===== src/rtl/fp_share_arbiter_pkg.sv =====
// Shared definitions for the floating-point unit share arbiter.
//   - FPU opcode encodings and the quiet-NaN returned for reserved ops
//   - tag_t: per-operation bookkeeping carried alongside the FPU pipeline
package fp_share_arbiter_pkg;

  localparam logic [1:0] FP_OP_ADD  = 2'b00;
  localparam logic [1:0] FP_OP_SUB  = 2'b01;
  localparam logic [1:0] FP_OP_MUL  = 2'b10;
  localparam logic [1:0] FP_OP_RSVD = 2'b11;

  localparam logic [31:0] FP_QNAN = 32'h7FC0_0000;

  // One tag per accepted operation: which requester owns it and whether it
  // bypassed the FPU because its opcode is reserved.
  typedef struct packed {
    logic valid;
    logic id;
    logic rsvd;
  } tag_t;

  localparam int TAG_W = $bits(tag_t);

endpackage


===== src/rtl/fp_tag_pipe.sv =====
// Fixed-depth, non-stalling shift register for operation tags.
// Ports:
//   clk    clock, all state on posedge
//   reset  synchronous active-high; clears every stage
//   head   word entering stage 0 each cycle
//   tail   word leaving the last stage (DEPTH cycles after entry)
module fp_tag_pipe #(
  parameter int DEPTH = 5,
  parameter int W     = 3
) (
  input  logic         clk,
  input  logic         reset,
  input  logic [W-1:0] head,
  output logic [W-1:0] tail
);

  logic [W-1:0] stage [DEPTH];

  // NOTE: every stage is reset (unusual for a storage array) because the
  // valid bits must be cleared to drop in-flight operations on reset.
  // NOTE: non-blocking assignments make all stages shift on the same edge;
  // blocking ones would ripple a word through several stages at once.
  always_ff @(posedge clk) begin
    if (reset) begin
      for (int i = 0; i < DEPTH; i++) stage[i] <= '0;
    end else begin
      stage[0] <= head;
      for (int i = 1; i < DEPTH; i++) stage[i] <= stage[i-1];
    end
  end

  assign tail = stage[DEPTH-1];

endmodule


===== src/rtl/fp_share_arbiter.sv =====
// Shares one fixed-latency pipelined FPU between two requesters.
// Round-robin grant accepts at most one operation per cycle, a registered
// issue stage drives the FPU, and a tag pipeline of matching depth routes
// each result back to its owner in acceptance order.
// Ports:
//   clk, reset                  clock, synchronous active-high reset
//   req0_valid/ready/op/a/b     requester 0 operation handshake
//   rsp0_valid/data             requester 0 result pulse (no backpressure)
//   req1_*, rsp1_*              same for requester 1
//   fpu_valid/op/a/b            FPU issue port
//   fpu_result                  FPU output, FPU_LATENCY cycles after issue
//   debug                       {accept_cnt1, accept_cnt0}
module fp_share_arbiter
  import fp_share_arbiter_pkg::*;
#(
  parameter int FPU_LATENCY = 4,
  parameter int DATA_W      = 32
) (
  input  logic              clk,
  input  logic              reset,
  input  logic              req0_valid,
  output logic              req0_ready,
  input  logic [1:0]        req0_op,
  input  logic [DATA_W-1:0] req0_a,
  input  logic [DATA_W-1:0] req0_b,
  output logic              rsp0_valid,
  output logic [DATA_W-1:0] rsp0_data,
  input  logic              req1_valid,
  output logic              req1_ready,
  input  logic [1:0]        req1_op,
  input  logic [DATA_W-1:0] req1_a,
  input  logic [DATA_W-1:0] req1_b,
  output logic              rsp1_valid,
  output logic [DATA_W-1:0] rsp1_data,
  output logic              fpu_valid,
  output logic [1:0]        fpu_op,
  output logic [DATA_W-1:0] fpu_a,
  output logic [DATA_W-1:0] fpu_b,
  input  logic [DATA_W-1:0] fpu_result,
  output logic [31:0]       debug
);

  // 1 means requester 1 won the most recent accept, so requester 0 wins the
  // next tie; reset value makes requester 0 win the first tie.
  logic        last_grant;
  logic [15:0] accept_cnt0;
  logic [15:0] accept_cnt1;

  logic              accept;
  logic              accept_id;
  logic [1:0]        sel_op;
  logic [DATA_W-1:0] sel_a;
  logic [DATA_W-1:0] sel_b;
  logic              sel_rsvd;
  tag_t              tag_new;
  tag_t              tag_done;

  assign req0_ready = !reset && req0_valid && (!req1_valid ||  last_grant);
  assign req1_ready = !reset && req1_valid && (!req0_valid || !last_grant);

  assign accept    = req0_ready || req1_ready;
  assign accept_id = req1_ready;

  // NOTE: every output of this block gets a default first so no path leaves
  // it unassigned, which would otherwise infer a latch.
  always_comb begin
    sel_op = req0_op;
    sel_a  = req0_a;
    sel_b  = req0_b;
    if (accept_id) begin
      sel_op = req1_op;
      sel_a  = req1_a;
      sel_b  = req1_b;
    end
  end

  assign sel_rsvd = (sel_op == FP_OP_RSVD);

  // Arbitration state, issue registers and accept counters.
  always_ff @(posedge clk) begin
    if (reset) begin
      last_grant  <= 1'b1;
      fpu_valid   <= 1'b0;
      fpu_op      <= '0;
      fpu_a       <= '0;
      fpu_b       <= '0;
      accept_cnt0 <= '0;
      accept_cnt1 <= '0;
    end else begin
      fpu_valid <= accept && !sel_rsvd;
      if (accept) begin
        last_grant <= accept_id;
        if (accept_id) accept_cnt1 <= accept_cnt1 + 16'd1;
        else           accept_cnt0 <= accept_cnt0 + 16'd1;
      end
      // Operands hold their last issued value when nothing is issued.
      if (accept && !sel_rsvd) begin
        fpu_op <= sel_op;
        fpu_a  <= sel_a;
        fpu_b  <= sel_b;
      end
    end
  end

  assign tag_new = '{valid: accept, id: accept_id, rsvd: sel_rsvd};

  // One extra stage covers the registered issue cycle ahead of the FPU, so
  // the tag emerges in the same cycle as its result on fpu_result.
  fp_tag_pipe #(
    .DEPTH (FPU_LATENCY + 1),
    .W     (TAG_W)
  ) u_tag_pipe (
    .clk   (clk),
    .reset (reset),
    .head  (tag_new),
    .tail  (tag_done)
  );

  // Response registers; data holds between pulses.
  always_ff @(posedge clk) begin
    if (reset) begin
      rsp0_valid <= 1'b0;
      rsp1_valid <= 1'b0;
      rsp0_data  <= '0;
      rsp1_data  <= '0;
    end else begin
      rsp0_valid <= tag_done.valid && !tag_done.id;
      rsp1_valid <= tag_done.valid &&  tag_done.id;
      if (tag_done.valid && !tag_done.id)
        rsp0_data <= tag_done.rsvd ? DATA_W'(FP_QNAN) : fpu_result;
      if (tag_done.valid && tag_done.id)
        rsp1_data <= tag_done.rsvd ? DATA_W'(FP_QNAN) : fpu_result;
    end
  end

  assign debug = {accept_cnt1, accept_cnt0};

endmodule

===== config.mk =====
export PLATFORM = sky130hd
export DESIGN_NAME = fp_share_arbiter
export DESIGN_NICKNAME = d
export VERILOG_FILES = /design/src/rtl/fp_share_arbiter_pkg.sv /design/src/rtl/fp_tag_pipe.sv /design/src/rtl/fp_share_arbiter.sv
export SDC_FILE = /design/constraint.sdc
export NUM_CORES = 1
export LEC_CHECK = 0
export CAP_MARGIN = 5
export CORE_MARGIN = 2
export CORE_UTILIZATION = 42
export DETAILED_ROUTE_END_ITERATION = 6
export HOLD_SLACK_MARGIN = 0.05
export PLACE_DENSITY = 0.85
export SKIP_LAST_GASP = 1
export SYNTH_ARGS = -nofsm -noshare
export SYNTH_HDL_FRONTEND = slang
export SYNTH_HIERARCHICAL = 1
export SYNTH_SLANG_ARGS = --single-unit

===== constraint.sdc =====
create_clock -name clk -period 2.7 [get_ports clk]
set_clock_uncertainty 0.05 [all_clocks]
set_input_delay 0.54 -clock clk [delete_from_list [all_inputs] [get_ports clk]]
set_output_delay 0.54 -clock clk [all_outputs]
set_load 0.01 [all_outputs]

**Word-level counts from Yosys, hierarchy flattened**

Memories as Yosys holds them, arrays and structs flattened.
Cells that the tools add are included.

- RAM bits: 15
- Bits in registers: 166
- Memories: 1
- Input port bits: 168
- Logic and storage cells: 51

- Reduce and logical (&&, ||, !) cells: 18
- Bitwise gates (word level): 6
- $add $sub $neg: 2
- Equality and inequality tests: 1
- Muxes and demuxes: 12

Memory list:

| memory | depth | width | read ports | clocked after Yosys merged registers in | write ports | line | source |
|---|---|---|---|---|---|---|---|
| u_tag_pipe.stage | 5 | 3 | 5 | 0 | 5 | fp_tag_pipe.sv:17 | `logic [W-1:0] stage [DEPTH];` |

Operators by type and width:

| kind | count |
|---|---|
| two-way mux 32 bit | 3 |
| adder 16 x 1 -> 16 bit (second input constant) | 2 |
| two-way mux 3 bit | 5 |
| logical AND 1 bit | 7 |
| zero test 1 bit | 6 |
| bitwise OR 1 bit | 5 |
| AND reduction 2 bit | 2 |
| logical OR 1 bit | 3 |
| two-way mux 1 bit | 3 |
| == test 2 bit (second input constant) | 1 |
| two-way mux 2 bit | 1 |
| NOT 1 bit | 1 |

**Longest topological paths before layout**

- Word-level depth: 7
- Gate-level depth with buffers: 8

**Modules after synthesis**

Netlist, hierarchy kept.

Modules (own cells, without submodules):

| module | sequential area each (sq um) | area each (sq um) | instances | cells each |
|---|---|---|---|---|
| fp_share_arbiter | 3323.2 | 6907.9 | 1 | 864 |
| fp_tag_pipe | 300.3 | 455.4 | 1 | 34 |

**Worst setup path before layout**

OpenSTA, ideal clock, no wires.

- Kind: input-to-reg
- Start: input port req0_valid
- End: register accept_cnt1[10]
- Arrival: 1.981 ns
- Buffers on the path: 3
- Path slack: 0.599 ns
- Cell stages on the path: 7
- Library setup time: 0.070 ns
- Path through: buf_6 and2_4 buf_6 or3_1 clkbuf_2 or4_1 a21oi_1

- Cells in the longest elaborated chain, start to end: 5
- Elaborated cells on any way between the ends: 7
- Classes of those cells: 7 x reduce/logical

RTL lines:

| what | line | source |
|---|---|---|
| start, declared | fp_share_arbiter.sv:21 | `input logic req0_valid,` |
| zero test 1 bit | fp_share_arbiter.sv:59 | `assign req1_ready = !reset && req1_valid && (!req0_valid \|\| !last_grant);` |
| logical OR 1 bit | fp_share_arbiter.sv:59 |  |
| logical AND 1 bit | fp_share_arbiter.sv:59 |  |
| logical OR 1 bit | fp_share_arbiter.sv:61 | `assign accept = req0_ready \|\| req1_ready;` |
| AND reduction 2 bit (no source line) * | n/a |  |
| end signal, assigned | fp_share_arbiter.sv:93 | `if (accept_id) accept_cnt1 <= accept_cnt1 + 16'd1;` |
| end, declared | fp_share_arbiter.sv:47 | `logic [15:0] accept_cnt1;` |

Mark *: on every way between the ends. The rest lies on a longest branch, timed or not.
A chain may end at the register's enable or synchronous reset.

**Worst setup path in the final report**

- Start: input port req0_valid
- End: output port req0_ready

- Cells in the longest elaborated chain, start to end: 2

RTL lines:

| what | line | source |
|---|---|---|
| logical AND 1 bit (2 in series) | fp_share_arbiter.sv:58 | `assign req0_ready = !reset && req0_valid && (!req1_valid \|\| last_grant);` |
| end, declared | fp_share_arbiter.sv:22 | `output logic req0_ready,` |

No other way between the ends.

==> impl_metrics.env <==
export IMPL_fin_tns_setup_ps=0
export IMPL_status="finished, final reports clean"
export IMPL_fin_crit_sh_pct=96.2
export IMPL_slew_headroom_pct=39.5
export IMPL_syn_avg_cell_area_um2=8.20
export IMPL_drive_gt1_share_pct=5.90
export IMPL_async_flop_share_pct=0
export IMPL_drtIter0Drc=333
export IMPL_ys_ff_latch=181
export IMPL_syn_to_final_growth_pct=56.1
export IMPL_total_power_mw=6.35
export IMPL_gp_congestion=0.831
export IMPL_die_area_um2=18600
export IMPL_clockBufferDepth=2
export IMPL_fp_coreArea_um2=17200
export IMPL_crit_arrival_ps=2010
export IMPL_yosys_warnings=6
export IMPL_fin_ws_ps=103
export IMPL_finalCriticalPeriod_ps=2600
export IMPL_fmax_mhz=385
export IMPL_drv_slew=0
export IMPL_seqCellArea_um2=3620
export IMPL_rows=48
export IMPL_htreeDepth=4
export IMPL_cts_tree="built"
export IMPL_grt_pass1_vias=7079
export IMPL_numCtsBuffers=17
export IMPL_finalHoldViolations=0
export IMPL_grt_pass1_wl_um=36300
export IMPL_io_pins=335
export IMPL_cp_start_kind="primary input"
export IMPL_antenna_found_initial=3
export IMPL_synth_commonest_cells="nand2_1, dfxtp_1, a311oi_1, nor3_1, a21oi_1"
export IMPL_hp_class="in -> reg"
export IMPL_clkLatencyLatePin_ps=420
export IMPL_end_kind="output port"
export IMPL_gr_total_overflow=0
export IMPL_multiInputGateArea_um2=3370
export IMPL_clk_pin_slew_ps=70
export IMPL_post_cts_buffers=0
export IMPL_synth_area_um2=7360
export IMPL_wl_per_cell_um=16.8
export IMPL_fin_cells=1434
export IMPL_ys_types=44
export IMPL_detail_route_antenna_nets=0
export IMPL_synth_edf_count=0
export IMPL_postSynthNetCount=1068
export IMPL_cts_hold_buf=0
export IMPL_die_height_um=136
export IMPL_utilization_pct=66.7
export IMPL_required_ps=2110
export IMPL_synth_top_area_cell="dfxtp_1"
export IMPL_vdd_drop_max_mv=0.410
export IMPL_track_usage_pct=24.8
export IMPL_dpl_cell_count=1396
export IMPL_grt_max_degree=157
export IMPL_portBuffers=334
export IMPL_vias=7627
export IMPL_vias_per_cell=5.32
export IMPL_dp_hpwl_um=16600
export IMPL_synth_cells=898
export IMPL_fp_dieW_um=136
export IMPL_leakagePower_nw=4.05
export IMPL_ys_flop_type="dfxtp_1"
export IMPL_root_buffer="clkbuf_16"
export IMPL_hold_worst_slack_ps=368
export IMPL_cap_viol_max_count=0
export IMPL_cp_max_fo=5
export IMPL_dp_slack_ps=95.0
export IMPL_worstSetupPathType="in -> out"
export IMPL_setup_violations=0
export IMPL_ctsResizeCount=0
export IMPL_rsz0062_at_grt="false"
export IMPL_synth_most_common_cell="nand2_1"
export IMPL_n_fill_cell=1397
export IMPL_cts_sinks=181
export IMPL_start_util_pct=42.7
export IMPL_synthTopCellsByArea="dfxtp_1, nand2_1, a311oi_1"
export IMPL_drc=0
export IMPL_placed_cell_area_um2=10900
export IMPL_yosysSeqAreaShare_pct=49.2
export IMPL_design_area_um2=11500
export IMPL_layout_nets=1360
export IMPL_yosys_area_top_type_share_pct=49.2
export IMPL_drt_total_wl_um=24100
export IMPL_worst_pin_slew_ps=905
export IMPL_drt_pre_antenna_iters=5
export IMPL_powerDensity_nw_per_um2=553
==> where the power goes <==
group | switching [mW] | internal (mW) | leakage (nW)
sequential | 0.0625 | 2.78 | 1.47
clock | 1.08 | 1.50 | 0.293
combinational | 0.403 | 0.531 | 2.28
==> final timing paths <==
path | slack, ps | cells after the start | end | startpoint
min reg2reg | 390 | 1 | u_tag_pipe/stage[0][7]$_SDFF_PP0_ | u_tag_pipe/stage[0][4]$_SDFF_PP0_
max reg2reg | 740 | 5 | accept_cnt1[10]$_SDFFE_PP0P_ | accept_cnt1[0]$_SDFFE_PP0P_
min | 370 | 2 | accept_cnt0[0]$_SDFFE_PP0P_ | reset
max | 100 | 5 | req0_ready | req0_valid
==> kinds of logic (layout without fill, tap and decap cells) <==
family	after synthesis	count (layout)	share of synthesized area, %
muxes	1	1	0.153
DFF	181	181	49.2
buffers and inverters	90	395	5.27
adders and majority gates	2	2	0.340
xor gates and xnor gates	13	13	1.55
other	0	6	0
and+or+nand+nor	443	443	27.5
AOI/OAI and AO/OA	168	168	16.0
==> routing by layer <==
metal / GRT usage (%) / routed length [µm]
met4: 12.4 / 663
met2: 40.7 / 11900
met5: 0 / 0
met3: 8.20 / 2290
met1: 29.0 / 9190
==> final cells by class <==
type / count / area share (%)
sequential: 181 / 31.5
timing repair buffer: 355 / 30.9
multi-input combinational: 627 / 29.4
clock buffer: 20 / 3.89
tap: 225 / 2.45
clock inverter: 12 / 1.47
inverter: 8 / 0.261
antenna: 6 / 0.131
==> state kept, by name (all words and copies together), names as in the netlist, 2 cells and up <==
name,cells
u_tag_pipe/stage,15
accept_cnt1,16
fpu_op,2
fpu_b,32
accept_cnt0,16
rsp1_data,32
fpu_a,32
rsp0_data,32
==> cells in the final DEF (no fill, tap or decap), types with 7 or more instances in the layout <==
cell / synthesis / routed
nor2b_2: 7 / 9
xor2_1: 9 / 9
clkdlybuf4s50_1: 0 / 333
nor2b_1: 30 / 28
or4_1: 8 / 8
a311oi_1: 64 / 64
nor3_1: 64 / 64
inv_1: 7 / 7
nand4_1: 8 / 8
nand2_1: 238 / 237
a21oi_1: 61 / 61
a211oi_1: 20 / 19
buf_4: 3 / 17
dfxtp_1: 181 / 181
nor2_1: 44 / 44
or3_1: 8 / 8
clkbuf_16: 0 / 17
nand3_1: 11 / 11
o31ai_1: 8 / 8
o21ai_0: 8 / 8
==> worst max-delay path: stages <==
cell and delay, ps:
clkdlybuf4s50_1 540, nor2b_1 200, nand2_1 90, inv_1 80, clkdlybuf4s50_1 550
Note: power is estimated with default switching activity, not from simulation.
